### config.mk
export PLATFORM = sky130hd
export DESIGN_NAME = post_adder_preg
export DESIGN_NICKNAME = d
export VERILOG_FILES = /design/src/rtl/post_adder_preg.sv
export SDC_FILE = /design/constraint.sdc
export NUM_CORES = 1
export LEC_CHECK = 0
export BUFFER_PORTS_ARGS = -buffer_cell sky130_fd_sc_hd__buf_2
export CAP_MARGIN = 20
export CORE_MARGIN = 8
export CORE_UTILIZATION = 51
export CTS_CLUSTER_DIAMETER = 40
export CTS_CLUSTER_SIZE = 25
export DETAILED_ROUTE_END_ITERATION = 12
export GPL_TIMING_DRIVEN = 0
export PLACE_DENSITY_LB_ADDON = 0.08
export SLEW_MARGIN = 20
export SYNTH_ARGS = -nofsm -noshare
export SYNTH_HDL_FRONTEND = slang
export SYNTH_SLANG_ARGS = --single-unit
### constraint.sdc
create_clock -name clk -period 5.1 [get_ports clk]
set_input_delay 0 -clock clk [delete_from_list [all_inputs] [get_ports clk]]
set_output_delay 0 -clock clk [all_outputs]
set_load 0.01 [all_outputs]
### src/rtl/post_adder_preg.sv
`default_nettype none
// +----------------------------------------------------------------------------+
// | Module   : post_adder_preg                                                 |
// | Purpose  : DSP48A1-style post-adder/accumulator with optional P, carryout  |
// |            and opmode registers. POST_ADDER_PATTERN_DETECT_EN adds a       |
// |            PATTERN parameter and a patterndetect output.                   |
// | Revision : 1.0  initial release                                            |
// +----------------------------------------------------------------------------+
module post_adder_preg #(
  parameter int PREG        = 1,
  parameter int CARRYOUTREG = 1,
  parameter int OPMODEREG   = 1
`ifdef POST_ADDER_PATTERN_DETECT_EN
  ,
  parameter logic [47:0] PATTERN = 48'd0
`endif
) (
  input  logic        clk,
  input  logic        rst,
  input  logic        ce_opmode,
  input  logic        ce_p,
  input  logic        ce_carryout,
  input  logic [5:0]  opmode,
  input  logic [35:0] m,
  input  logic [47:0] dab,
  input  logic [47:0] c,
  input  logic [47:0] pcin,
  output logic [47:0] p,
  output logic [47:0] pcout,
  output logic        carryout,
  output logic        carryoutf
`ifdef POST_ADDER_PATTERN_DETECT_EN
  ,
  output logic        patterndetect
`endif
);

  localparam logic [1:0] C_X_ZERO = 2'd0;
  localparam logic [1:0] C_X_M    = 2'd1;
  localparam logic [1:0] C_X_P    = 2'd2;
  localparam logic [1:0] C_X_DAB  = 2'd3;

  localparam logic [1:0] C_Z_ZERO = 2'd0;
  localparam logic [1:0] C_Z_PCIN = 2'd1;
  localparam logic [1:0] C_Z_P    = 2'd2;
  localparam logic [1:0] C_Z_C    = 2'd3;

  logic [5:0]  w_op;
  logic [47:0] w_p_fb;
  logic [47:0] w_x;
  logic [47:0] w_z;
  logic [48:0] w_cin_ext;
  logic [48:0] w_sum;

  // ---------------------------------------------------------------------------
  // Opmode capture
  // ---------------------------------------------------------------------------
  generate
    if (OPMODEREG != 0) begin : g_opmode_reg
      logic [5:0] r_op;
      always_ff @(posedge clk or negedge rst) begin
        if (!rst) begin
          r_op <= '0;
        end else if (ce_opmode) begin
          r_op <= opmode;
        end
      end
      assign w_op = r_op;
    end else begin : g_opmode_bypass
      logic unused_ce_opmode;
      assign unused_ce_opmode = ce_opmode;
      assign w_op             = opmode;
    end
  endgenerate

  // ---------------------------------------------------------------------------
  // Operand muxes
  // ---------------------------------------------------------------------------
  always_comb begin
    w_x = '0;
    case (w_op[1:0])
      C_X_ZERO: w_x = '0;
      C_X_M:    w_x = {12'd0, m};
      C_X_P:    w_x = w_p_fb;
      C_X_DAB:  w_x = dab;
      default:  w_x = '0;
    endcase
  end

  always_comb begin
    w_z = '0;
    case (w_op[3:2])
      C_Z_ZERO: w_z = '0;
      C_Z_PCIN: w_z = pcin;
      C_Z_P:    w_z = w_p_fb;
      C_Z_C:    w_z = c;
      default:  w_z = '0;
    endcase
  end

  // Carry-in joins X before the subtract so that Z - (X + cin) borrows as one op.
  assign w_cin_ext = {48'd0, w_op[4]};

  always_comb begin
    if (w_op[5]) begin
      w_sum = {1'b0, w_z} - ({1'b0, w_x} + w_cin_ext);
    end else begin
      w_sum = {1'b0, w_z} + {1'b0, w_x} + w_cin_ext;
    end
  end

  // ---------------------------------------------------------------------------
  // P stage (feedback is tied off when unregistered to avoid a comb loop)
  // ---------------------------------------------------------------------------
  generate
    if (PREG != 0) begin : g_p_reg
      logic [47:0] r_p;
      always_ff @(posedge clk or negedge rst) begin
        if (!rst) begin
          r_p <= '0;
        end else if (ce_p) begin
          r_p <= w_sum[47:0];
        end
      end
      assign p      = r_p;
      assign w_p_fb = r_p;
`ifdef POST_ADDER_PATTERN_DETECT_EN
      logic r_pd;
      always_ff @(posedge clk or negedge rst) begin
        if (!rst) begin
          r_pd <= 1'b0;
        end else if (ce_p) begin
          r_pd <= (w_sum[47:0] == PATTERN);
        end
      end
      assign patterndetect = r_pd;
`endif
    end else begin : g_p_bypass
      logic unused_ce_p;
      assign unused_ce_p = ce_p;
      assign p           = w_sum[47:0];
      assign w_p_fb      = '0;
`ifdef POST_ADDER_PATTERN_DETECT_EN
      assign patterndetect = (w_sum[47:0] == PATTERN);
`endif
    end
  endgenerate

  assign pcout = p;

  // ---------------------------------------------------------------------------
  // Carryout stage
  // ---------------------------------------------------------------------------
  generate
    if (CARRYOUTREG != 0) begin : g_carry_reg
      logic r_carry;
      always_ff @(posedge clk or negedge rst) begin
        if (!rst) begin
          r_carry <= 1'b0;
        end else if (ce_carryout) begin
          r_carry <= w_sum[48];
        end
      end
      assign carryout = r_carry;
    end else begin : g_carry_bypass
      logic unused_ce_carryout;
      assign unused_ce_carryout = ce_carryout;
      assign carryout           = w_sum[48];
    end
  endgenerate

  assign carryoutf = carryout;

endmodule
`default_nettype wire

# Yosys cells after proc, flatten, opt, wreduce, memory -nomap -nowiden
# Cells that the tools add are included.
# classes
n_eq_ne,6
n_addsub,4
multipliers,0
magnitude_cmp,0
n_div,0
shifts,0
n_bitwise,0
n_mux,3
n_reduce_logical,2
# ops
cell,n
$pmux W48 S4,2
$add A48 B1 Y49,1
$add A48 B48 Y49,1
$add A49 B1 Y49,1
$mux W49,1
$sub A48 B49 Y49,1
$eq A2 B2 Y1 const B,4
$eq A2 B1 Y1 const B,2
$logic_not A2 Y1,2
# totals
word_cells,18
latch_bits,0
mem_bits_rw,0
in_bits,191
ff_bits,55
out_inout_bits,98
n_memories,0
mem_bits_ro,0

# Longest topological paths before layout
# Gate-level depths: netlist (run 1).
# logic_depth
depth_word,5
depth_mapped,20

# Least setup slack after synthesis (run 1)
# OpenSTA, ideal clock, no wires.
# synth_timing
kind,reg2reg
start,reg g_opmode_reg.r_op[3]
end,"reg g_p_reg.r_p[27], in the netlist p[27]"
arrival_time_ps,4233
setup_ps,142
required_ps,4958
path_buffers,3
path_slack_ps,724
stages_incl_launch_ff,19
synth_period_minus_slack_ps,4376
cell_sequence,dfrtp_1 buf_2 clkbuf_1 clkbuf_1 mux2_2 a22oi_1 fa_1 inv_1 ha_1 and4b_1 a311o_1 a31oi_4 o21a_4 o21ba_4 o21ai_2 a221o_1 a21oi_1 xor2_1 o221ai_1
# synth_between
elab_chain_len,5
word_cells_on_any_way,9
classes_between,add/sub (3); eq/ne (3); mux (2); reduce/logical (1)
# synth_rtl
item,line_no,source
"start, declared",60,logic [5:0] r_op;
"start signal, assigned",65,r_op <= opmode;
$eq A2 B2 Y1 (tied with other cells),92,case (w_op[3:2])
$pmux W48 S4 *,92,
$add A48 B48 Y49,108,"w_sum = {1'b0, w_z} + {1'b0, w_x} + w_cin_ext;"
$add A49 B1 Y49,108,
$mux W49 *,105,if (w_op[5]) begin
"end signal, assigned",122,r_p <= w_sum[47:0];
"end, declared",117,logic [47:0] r_p;
# Mark *: on every way between the ends. The rest lies on a longest branch, timed or not.
# A chain may end at the register's enable or synchronous reset.

# Final worst setup path (run 1)
# layout_timing
start,reg g_opmode_reg.r_op[2]
end,"reg g_p_reg.r_p[44], in the netlist p[44]"
# The elaborated chain is that of the path after synthesis.

==> impl_results.md, run 1 <==
- Most frequent cell after synthesis: a21oi_1
- Status: finished, final reports clean
- Synth top area share: about 16%
- Grt ovf: 0
- CTS tree: built
- Cells after synthesis: 1,448
- Number of diodes: 0
- Sequential-to-total area share from yosys stat: roughly an eighth
- Port Buffer Count: about 290
- I/O pins: 289
- Peak supply drop: between 200 and 300 µV
- Fin. Hold Viols: 0
- Clock root cell: clkbuf_16
- Final core occ: between 60% and 70%
- Synth cell count leaders: a21oi_1, inv_1, ha_1, nor2_1, mux2_2
- First-pass GRT wire length: approximately 70 mm
- Worst skew pair latency: ~330 ps
- Routed wire length: ~46 mm
- Vias in the first global route: about 12,000
- Largest net degree at the start of global routing: 33
- Final WS setup: 188 ps
- Cell Pwr Density: ~580 nW/µm²
- RD Place Congestion: between 0.9 and 1
- Crit path max fanout: 10
- Slew headroom: between 30% and 40%
- Routed len/inst: 22.6 µm
- Setup Crit Path Kind: register to register
- Post-synth EDFFs: 0
- Core area: 21,600 µm²
- Die width: 163 µm
- Residual DRC: 0
- RSZ-0062 raised after global routing: no
- Placed wire-length estimate: about 37 mm
- Multi-input gate area: 8630 µm²
- Initial core utilization: between 50% and 60%
- Top cells by area, synth: ha_1, dfrtp_1, mux2_2
- Worst hold slack: 114 ps
- Final non-filler cell total: ~2,000
- Achievable clock frequency: between 200 and 250 MHz
- Die height: roughly 160 µm
- Syn_nets: approximately 1,800
- Total track usage: 33.2%
- Leakage: 0.00650 µW
- Number of max-cap violations: 0
- Average size of a mapped cell: roughly 7.6 µm²
- Layout cells sized above 1: between 20 and 30%
- Total negative slack: 0 ps
- Final Skew: about 9.7 ps
- Crit path launch type: register
- Top FF cell, synth: dfrtp_1
- Longest Clk Path Bufs: 2
- Arrival time at the worst endpoint: about 5100 ps
- Element type at the critical path end: register
- Distinct cells, synth: 76
- Yosys warning count: 0
- Post-synthesis async set-or-reset flop share: 100%
- Detail Route Antenna Nets: 0
- Initial antenna violation count: 0
- Slew Viols, Final: 0
- Worst EP required: approximately 5300 ps
- Fin nets: 2,081
- Fillcell total: between 2,000 and 2,500
- Number of synthesized register bits: 55
- Via density per instance: between 6 and 7
- Tightest Pin Transition: roughly 950 ps
- Storage element area: roughly 1400 µm²
- DIE AREA: approximately 27,000 µm²
- FP Rows: 54
- Max H-tree Level: 2
- Post-Place Cells: 2,015
- Clock transition at path regs: roughly 90 ps
- Post-CTS setup buffers: 0
- Synthesized area: roughly 11,000 µm²
- Area leader, netlist: ha_1
- Area Growth Syn to Fin: 20.1%
- Minimum clock period: just under 5000 ps
- Initial drt markers: between 1,000 and 1,500
- Pre-CTS setup slack: -1300 ps
- Sinks on Clock Net: 55
- HP Class: input port to register
- 1st-pass router iterations: 6
- Cts bufs inserted: 5
- Count of final setup violators: 0
- Tcrit/Tclk final: between 90% and 100%
- Via count: approximately 12,000
-- critical path: stages, from the launching register on --
cell and delay (ps):
dfrtp_1 370, clkbuf_1 190, nor2b_2 190, buf_4 260, buf_4 300, a22oi_1 190, fa_1 480, fa_1 480
nand2b_1 190, a21oi_2 240, o311ai_4 160, a31oi_2 420, a221oi_4 160, o31ai_2 510, a21oi_1 160, xnor2_1 150
mux2i_1 210, a21oi_1 100
-- metal layers --
metal	up-vias	share of wire [%]	track usage [%]
met1	5868	41	42.1
met3	112	8.6	5.65
li1	5771	-	-
met5	-	0	0
met4	0	4.6	14.8
met2	649	46	54.3
-- area by class of cell --
class	instances	area share [%]
Buffer	119	5.15
Clock buffer	5	0.941
Clock inverter	3	0.329
Inverter	145	4.09
Multi-Input combinational cell	1126	65.0
Sequential cell	55	10.4
Tap cell	280	2.64
Timing Repair Buffer	295	11.5
-- power by group --
part | internal [µW] | switching, µW | leakage [µW]
Sequential | 635 | 303 | 0.000638
Clock | 234 | 227 | 0.0000838
Combinational | 2610 | 3660 | 0.00578
Total | 3480 | 4190 | 0.00650
-- placed cells by master (no fill, tap or decap), drive strengths merged, types with 14 or more instances in the layout --
| cell type | netlist | final |
|---|---|---|
| buf | 62 | 348 |
| dfrtp | 55 | 55 |
| o221ai | 14 | 14 |
| a22oi | 25 | 25 |
| xnor2 | 54 | 54 |
| nor3 | 23 | 23 |
| a21oi | 150 | 150 |
| nand3 | 14 | 14 |
| a22o | 59 | 59 |
| o21bai | 16 | 16 |
| a21o | 36 | 36 |
| nand2b | 16 | 16 |
| nand2 | 73 | 73 |
| nand4 | 15 | 15 |
| nor2b | 23 | 23 |
| nor2 | 111 | 111 |
| o21ai | 56 | 56 |
| mux2 | 91 | 91 |
| mux2i | 20 | 20 |
| clkbuf | 60 | 62 |
| inv | 145 | 145 |
| ha | 139 | 139 |
| xor2 | 31 | 31 |
| o21a | 14 | 14 |
-- registers in the layout (all words and copies together), names as in the netlist --
signal,cells
p,48
g_opmode_reg.r_op,6
carryout,1
-- stage by stage --
stage | total power, µW | instance area, µm²
finish | 7670 | 13300
global route | 8240 | 13300
CTS | 7510 | 13200
detailed placement | 6960 | 12900
global placement | 6920 | 12900
floorplan | 5200 | 11100
-- worst paths after layout --
kind	start	to	slack, ps	cells past startpoint
worst max-delay path	g_opmode_reg.r_op[2]	p[44]	190	17
worst min-delay path	ce_opmode	g_opmode_reg.r_op[4]	110	3
worst max register to register	g_opmode_reg.r_op[2]	p[44]	190	17
worst min register to register	p[29]	p[29]	600	2
max in group asynchronous	rst	p[43]	4400	3
min in group asynchronous	rst	p[9]	150	2
-- kinds of logic after synthesis --
kind of cell    count (synthesis)  synth area share [%]
compound gates                463                  28.3
xor+xnor                       85                  6.72
fa+ha+maj                     143                  16.4
buf+inv                       267                  10.7
flops                          55                  12.4
mux                           111                  11.1
simple gates                  324                  14.2
-- what timing repair did --
action                     4_1_cts  5_1_grt
pin swaps                        1        2
hold endpoints to repair        62        0
gates resized for setup         36       31
setup endpoints to repair       39       21
hold buffers                     8        0
Power figures use the tool's default switching activity.
==> run 2, diff against run 1 <==
--- a/config.mk
+++ b/config.mk
@@ -7,8 +7,10 @@
 export LEC_CHECK = 0
 export BUFFER_PORTS_ARGS = -buffer_cell sky130_fd_sc_hd__buf_2
 export CAP_MARGIN = 20
+export CELL_PAD_IN_SITES_DETAIL_PLACEMENT = 0
+export CELL_PAD_IN_SITES_GLOBAL_PLACEMENT = 1
 export CORE_MARGIN = 8
-export CORE_UTILIZATION = 51
+export CORE_UTILIZATION = 40
 export CTS_CLUSTER_DIAMETER = 40
 export CTS_CLUSTER_SIZE = 25
 export DETAILED_ROUTE_END_ITERATION = 12
==> constraint.sdc (replaced) <==
create_clock -name clk -period 5.48 [get_ports clk]
set_input_delay 0.274 -clock clk [delete_from_list [all_inputs] [get_ports clk]]
set_output_delay 0.274 -clock clk [all_outputs]
set_load 0.01 [all_outputs]
==> run 2 against run 1 <==
Compared with the run above: worst setup slack lost 27 ps; global-route usage shrank 4.3 points; largest cell class unchanged; register-to-register slack lost 30 ps; highest routed layer unchanged; power shrank 6.8%; via count shrank 4.0%; non-clock buffer count shrank 4; first-iteration DRC count shrank 24%; clock skew grew 0.79 ps; final area is essentially flat; clock power shrank 6.5%; fmax shrank 7.6%.
==> impl_results.md, run 2 (synthesis gave the netlist of run 1 again) <==
- Achievable clock frequency: 188 MHz (-7.6%)
- 1st-pass router iterations: 7 (+1)
- Grt ovf: 0 (unchanged)
- Area Growth Syn to Fin: 20.0% (about the same)
- Hold Path Stages: 3 (unchanged)
- Total negative slack: 0 ps (unchanged)
- Minimum clock period: 5320 ps (+407 ps)
- RD Place Congestion: 0.960 (-0.89%)
- Initial antenna violation count: 0 (unchanged)
- Delay-heaviest family, CP: compound AO/OA/AOI/OAI gates
- Buf/Inv on CP: 1 (-2)
- Clock transition at path regs: 90 ps (about the same)
- Layout cells sized above 1: 27.2% (-1.0 points)
- FF-to-FF setup slack: 160 ps (-30 ps)
- Placed wire-length estimate: 39.6 mm (+8.2%)
- Worst hold slack: 148 ps (+33.5 ps)
- I/O pins: 289 (unchanged)
- Cell Pwr Density: 537 nW/µm² (-6.8%)
- Hold_sp: opmode[4]
- Detail Route Antenna Nets: 0 (unchanged)
- Clock root cell: clkbuf_16
- Via density per instance: 5.61 (-8.2%)
- Port Buffer Count: 286 (unchanged)
- Final Skew: 10.5 ps (+0.788 ps)
- Worst skew pair latency: 330 ps (about the same)
- Commonest non-fill, non-tap cell in the layout: buf_2
- Post-route cell area: 13,300 µm² (about the same)
- Number of diodes: 0 (unchanged)
- First-pass GRT wire length: 74.2 mm (+7.5%)
- Status: finished, final reports clean
- Max H-tree Level: 2 (unchanged)
- Slew headroom: 29.4% (-7.3 points)
- Fin. Hold Viols: 0 (unchanged)
- DIE AREA: 33,300 µm² (+25%)
- Arrival time at the worst endpoint: 5500 ps (+410 ps)
- CP peak stage delay: 750 ps (+240 ps)
- Crit path max fanout: 10 (unchanged)
- HP Class: input port to register
- Routed wire length: 49.2 mm (+7.4%)
- FF-to-FF Start: g_opmode_reg.r_op[1]
- Fillcell total: 2,867 (+37%)
- Multi-input gate area: 8590 µm² (-0.52%)
- Count of final setup violators: 0 (unchanged)
- Number of max-cap violations: 0 (unchanged)
- Tcrit/Tclk final: 97.1% (+0.74 points)
- Cell Area, Placed: 13,000 µm² (+1.0%)
- R2R depth: 14 (-3)
- Leakage: 0.00643 µW (-1.0%)
- Element type at the critical path end: register
- Die width: 182 µm (+12%)
- Core area: 27,600 µm² (+28%)
- Initial drt markers: 888 (-24%)
- Slowest cell on crit path: buf_1
- Peak supply drop: 221 µV (-16%)
- Via count: 11,900 (-4.0%)
- Most frequent cells in the layout: buf_2, a21oi_1, inv_1
- Tightest Pin Transition: 1060 ps (+110 ps)
- Initial core utilization: 40.2% (-11 points)
- Storage element area: 1380 µm² (unchanged)
- Routed len/inst: 23.2 µm (+2.7%)
- Crit path cell chain: buf_1 -> mux2_2 -> a22o_1 -> ha_1 -> a21oi_1 -> nand2_1 -> a221o_1 -> or3_1 -> and3_1 -> o21ai_1 -> nor2_1 -> a211oi_1 -> mux2i_1 -> o221ai_1
- Setup Crit Path Kind: register to register
- Residual DRC: 0 (unchanged)
- Sinks on Clock Net: 55 (unchanged)
- FP Rows: 61 (+13%)
- Vias in the first global route: 11,900 (-2.8%)
- Crit path launch type: register
- Cts bufs inserted: 5 (unchanged)
- CTS tree: built
- Longest Clk Path Bufs: 2 (unchanged)
- Total track usage: 28.9% (-4.3 points)
- Slew Viols, Final: 0 (unchanged)
- Largest net degree at the start of global routing: 38 (+15%)
- Max FFs per register: 48 (unchanged)
- Die height: 182 µm (+12%)
- Hold Path End: g_opmode_reg.r_op[4]
- Final Power: 7140 µW (-6.8%)
- Fin nets: 2,077 (-0.19%)
- FF-to-FF End: p[47]
- Worst EP required: 5660 ps (+380 ps)
## run 2: changes by cell type in the layout (fill, tap and decap cells not counted), moves of 5 or more
cell / previous run / this run
buf_1: 5 / 10
clkbuf_1: 39 / 48
clkbuf_2: 15 / 10
dlygate4sd3_1: 8 / 1
## run 2: metrics by stage
step | setup WS (ps) | cells | util (%)
6_report | 161 | 2122 | 48.2
5_1_grt | -6.40 | 2122 | 48.2
4_1_cts | 13.7 | 2122 | 48.0
3_5_place_dp | -1080 | 2113 | 47.2
3_3_place_gp | -1060 | 2112 | 47.1
2_1_floorplan | 1100 | 1448 | -
## run 2: area by class of cell
type                            instances  share of cell area, %
Multi-Input combinational cell       1126                   64.6
Timing Repair Buffer                  288                   11.1
Sequential cell                        55                   10.4
Buffer                                122                   5.01
Inverter                              145                   4.09
Tap cell                              378                   3.56
Clock buffer                            5                  0.941
Clock inverter                          3                  0.348
## run 2: metal layers
layer | share of wire [%] | global-route usage (%)
met5 | 0 | 0
met4 | 2.1 | 6.53
met3 | 5.1 | 3.24
met2 | 47 | 49.0
met1 | 45 | 38.6
## run 2: what timing repair did
item | 4_1_cts | 5_1_grt
setup endpoints to repair | 32 | 19
hold buffers | 1 | 0
buffers inserted | 0 | 0
resized for setup | 13 | 24
endpoints found under the hold margin | 18 | 0
## run 2: report_power, final
group | switching [µW] | internal [µW] | total, µW
clock network | 211 | 220 | 431
logic | 3410 | 2410 | 5820
registers | 301 | 591 | 892
total | 3930 | 3220 | 7140
## run 2: how the worst max path moves through the flow
stage	startpoint	to	slack, ps	cells past startpoint
floorplan	g_opmode_reg.r_op[3]	p[27]	1100	18
global placement	g_opmode_reg.r_op[3]	carryout	-1060	17
detailed placement	g_opmode_reg.r_op[3]	carryout	-1080	17
CTS	g_opmode_reg.r_op[2]	p[47]	10	17
global route	g_opmode_reg.r_op[2]	p[34]	-6	17
finish	g_opmode_reg.r_op[1]	p[47]	160	14
## run 2: worst min-delay path: cells and delay by family
| family | cells | cell delay [ps] |
|---|---|---|
| AOI/OAI and AO/OA | 1 | 60 |
| and+or+nand+nor | 1 | 30 |
| buffers and inverters | 1 | 70 |
==> run 3, diff against run 2 <==
--- a/config.mk
+++ b/config.mk
@@ -5,12 +5,13 @@
 export SDC_FILE = /design/constraint.sdc
 export NUM_CORES = 1
 export LEC_CHECK = 0
+export ABC_AREA = 1
 export BUFFER_PORTS_ARGS = -buffer_cell sky130_fd_sc_hd__buf_2
-export CAP_MARGIN = 20
+export CAP_MARGIN = 10
 export CELL_PAD_IN_SITES_DETAIL_PLACEMENT = 0
 export CELL_PAD_IN_SITES_GLOBAL_PLACEMENT = 1
 export CORE_MARGIN = 8
-export CORE_UTILIZATION = 40
+export CORE_UTILIZATION = 41
 export CTS_CLUSTER_DIAMETER = 40
 export CTS_CLUSTER_SIZE = 25
 export DETAILED_ROUTE_END_ITERATION = 12
==> constraint.sdc (replaced) <==
create_clock -name clk -period 6.38 [get_ports clk]
set_input_delay 0.319 -clock clk [delete_from_list [all_inputs] [get_ports clk]]
set_output_delay 0.319 -clock clk [all_outputs]
set_load 0.01 [all_outputs]
==> run 3 against run 2 <==
Compared with the run above: synthesized area rose by 21%; sequential share of layout area fell by 1.5 points; worst setup slack improved by 1000 ps; register-to-register slack improved by 1000 ps; critical path depth rose by 4; final cell count rose by 53%; combinational power fell by 6.7%; fmax rose by 2.4%; final area rose by 17%; sequential power fell by 24%; clock power fell by 15%; flip-flop and latch count did not move; largest cell class unchanged; highest routed layer unchanged.
==> impl_results.md, run 3 <==
- Most frequent cells in the layout: nand2_1, inv_1, buf_2
- Number of synthesized register bits: 55 (unchanged)
- RSZ-0062 raised after global routing: no
- Tightest Pin Transition: 1080 ps (+16.8 ps)
- Worst Setup SP: g_opmode_reg.r_op[1]
- First-pass GRT wire length: 101 mm (+36%)
- Status: finished, final reports clean
- Vias in the first global route: 16,700 (+40%)
- Count of final setup violators: 0 (unchanged)
- Most frequent cell after synthesis: nand2_1
- FF-to-FF setup slack: 1190 ps (+1030 ps)
- FF-to-FF Start: g_opmode_reg.r_op[1]
- Distinct cells, synth: 48 (-37%)
- Routed wire length: 69.6 mm (+41%)
- Worst skew pair latency: 340 ps (about the same)
- Synth top area share: 23.2% (+7.5 points)
- Post-synth EDFFs: 0 (unchanged)
- Post-Place Cells: 3,236 (+53%)
- Cell Pwr Density: 414 nW/µm² (-23%)
- DIE AREA: 38,800 µm² (+17%)
- Residual DRC: 0 (unchanged)
- Total track usage: 34.7% (+5.8 points)
- Peak supply drop: 229 µV (+3.6%)
- Sinks on Clock Net: 55 (unchanged)
- Layout cells sized above 1: 14.4% (-13 points)
- Area Growth Syn to Fin: 16.3%
- Grt ovf: 0 (unchanged)
- Via density per instance: 5.39 (-3.9%)
- Clock transition at path regs: 90 ps (about the same)
- Number of diodes: 0 (unchanged)
- Element type at the critical path end: register
- Minimum clock period: 5190 ps (-127 ps)
- Max FFs per register: 48 (unchanged)
- Via count: 17,500 (+47%)
- Longest Clk Path Bufs: 2 (unchanged)
- Post-synthesis async set-or-reset flop share: 100% (unchanged)
- Sequential-to-total area share from yosys stat: 10.3% (-2.2 points)
- Routed len/inst: 21.4 µm (-7.6%)
- Fillcell total: 3,691 (+29%)
- Largest net degree at the start of global routing: 37 (-2.6%)
- Cts bufs inserted: 5 (unchanged)
- Detail Route Antenna Nets: 0 (unchanged)
- Initial antenna violation count: 0 (unchanged)
- Final Skew: 25.0 ps (+14.5 ps)
- Fin. Hold Viols: 0 (unchanged)
- RD Place Congestion: 1.08 (+12%)
- Synthesized area: 13,400 µm² (+21%)
- Yosys warning count: 0 (unchanged)
- Area leader, netlist: nand2_1
- CP peak stage delay: 690 ps (-60 ps)
- Tcrit/Tclk final: 81.4% (-16 points)
- Achievable clock frequency: 193 MHz (+2.4%)
- Top cells by area, synth: nand2_1, inv_1, ha_1
- Syn_nets: 2,840 (+59%)
- Cells after synthesis: 2,506 (+73%)
- Worst Setup EP: p[25]
- Max H-tree Level: 2 (unchanged)
- Post-cts resize count: 0 (-13)
- Slew Viols, Final: 0 (unchanged)
- Commonest non-fill, non-tap cell in the layout: nand2_1
- Worst hold slack: 206 ps (+58.4 ps)
- CP most frequent cell: inv_1
- Placed wire-length estimate: 60.5 mm (+53%)
- CTS tree: built
- Worst EP required: 6620 ps (+960 ps)
- I/O pins: 289 (unchanged)
- Slowest cell on crit path: nor2_1
- FF-to-FF End: p[25]
- Die width: 197 µm (+8.0%)
- Number of max-cap violations: 0 (unchanged)
- Crit path cell chain: inv_1 -> nor2_1 -> inv_1 -> clkbuf_1 -> clkbuf_1 -> o211ai_1 -> ha_1 -> inv_1 -> ha_1 -> nand2_1 -> inv_1 -> a21oi_1 -> o21ai_0 -> a21oi_1 -> nand2_1 -> o21ai_0 -> nand3_1 -> o21ai_0
- FP Rows: 66 (+8.2%)
- HP Class: input port to register
- Final non-filler cell total: 3,245 (+53%)
- 1st-pass router iterations: 5 (-2)
- Top FF cell, synth: dfrtp_1
- Crit path max fanout: 10 (unchanged)
- Total negative slack: 0 ps (unchanged)
- Post-route cell area: 15,600 µm² (+17%)
- Setup Crit Path Kind: register to register
- Cell Area, Placed: 15,400 µm² (+19%)
- Crit path launch type: register
- Port Buffer Count: 287 (+0.35%)
- Die height: 197 µm (+8.0%)
- Core area: 32,400 µm² (+17%)
- Post-CTS setup buffers: 0 (unchanged)
- Initial drt markers: 2,139 (+140%)
- Hold buffer count at CTS: 1 (unchanged)
- Synth cell count leaders: nand2_1, inv_1, nand3_1, a21oi_1, nor2_1
- Arrival time at the worst endpoint: 5430 ps (-70 ps)
- Clock root cell: clkbuf_16
- Fin nets: 3,136 (+51%)
- Initial core utilization: 41.5% (+1.3 points)
- Leakage: 0.00932 µW (+45%)
- Average size of a mapped cell: 5.35 µm² (-30%)
- Slew headroom: 28.3% (-1.1 points)
- R2R depth: 18 (+4)
[run 3: how the worst min path moves through the flow]
stage	start	to	slack (ps)	cells past startpoint
after floorplan	rst	carryout	20	0
after global placement	p[43]	p[43]	510	2
after detailed placement	rst	p[10]	270	1
after CTS	opmode[1]	g_opmode_reg.r_op[1]	200	3
after global routing	opmode[1]	g_opmode_reg.r_op[1]	220	3
final	opmode[5]	g_opmode_reg.r_op[5]	210	3
[run 3: layer usage]
| metal | wire length, µm | global-route usage [%] |
|---|---|---|
| met1 | 29700 | 46.3 |
| met2 | 29700 | 54.9 |
| met3 | 7380 | 6.14 |
| met4 | 2800 | 13.6 |
| met5 | 0 | 0 |
[run 3: report_power, final]
part,total (µW),internal [µW],switching [µW]
Sequential,674,498,177
Combinational,5430,1780,3650
Clock,367,189,179
[run 3: layout make-up]
cell class,count,area [µm²],share of cell area (%)
plain buffers,97,574,3.68
clock buffers,5,125,0.801
clock inverters,3,46.3,0.297
inverters,519,1950,12.5
multi-input cells,1835,9520,61.0
flip-flops and latches,55,1380,8.82
well taps,442,553,3.54
repair buffers,289,1470,9.41
[run 3: kinds of logic (layout without fill, tap and decap cells)]
family                   after synthesis  count (layout)  share of synthesized area, %
AO/OA/AOI/OAI                        411             411                          17.3
XOR/XNOR                               6               6                         0.392
adder cells (fa/ha/maj)              143             143                          13.6
buffers and inverters                616             913                          18.8
flip-flops                            55              55                          10.3
AND/OR/NAND/NOR                     1275            1275                          39.7
[run 3: critical path, delay by kind of cell, from the launching register on]
kind | cells | cell delay (ps)
compound gates | 6 | 1630
buf+inv | 6 | 1240
flops | 1 | 380
fa+ha+maj | 2 | 690
simple gates | 4 | 1150
[run 3: through the flow]
stage	util [%]	power (µW)	worst slack (ps)
finish	48.2	6470	1190
global placement	47.6	5880	1440
detailed placement	47.7	5930	1390
floorplan	-	4090	3140
global route	48.2	7030	996
CTS	48.2	6320	1340
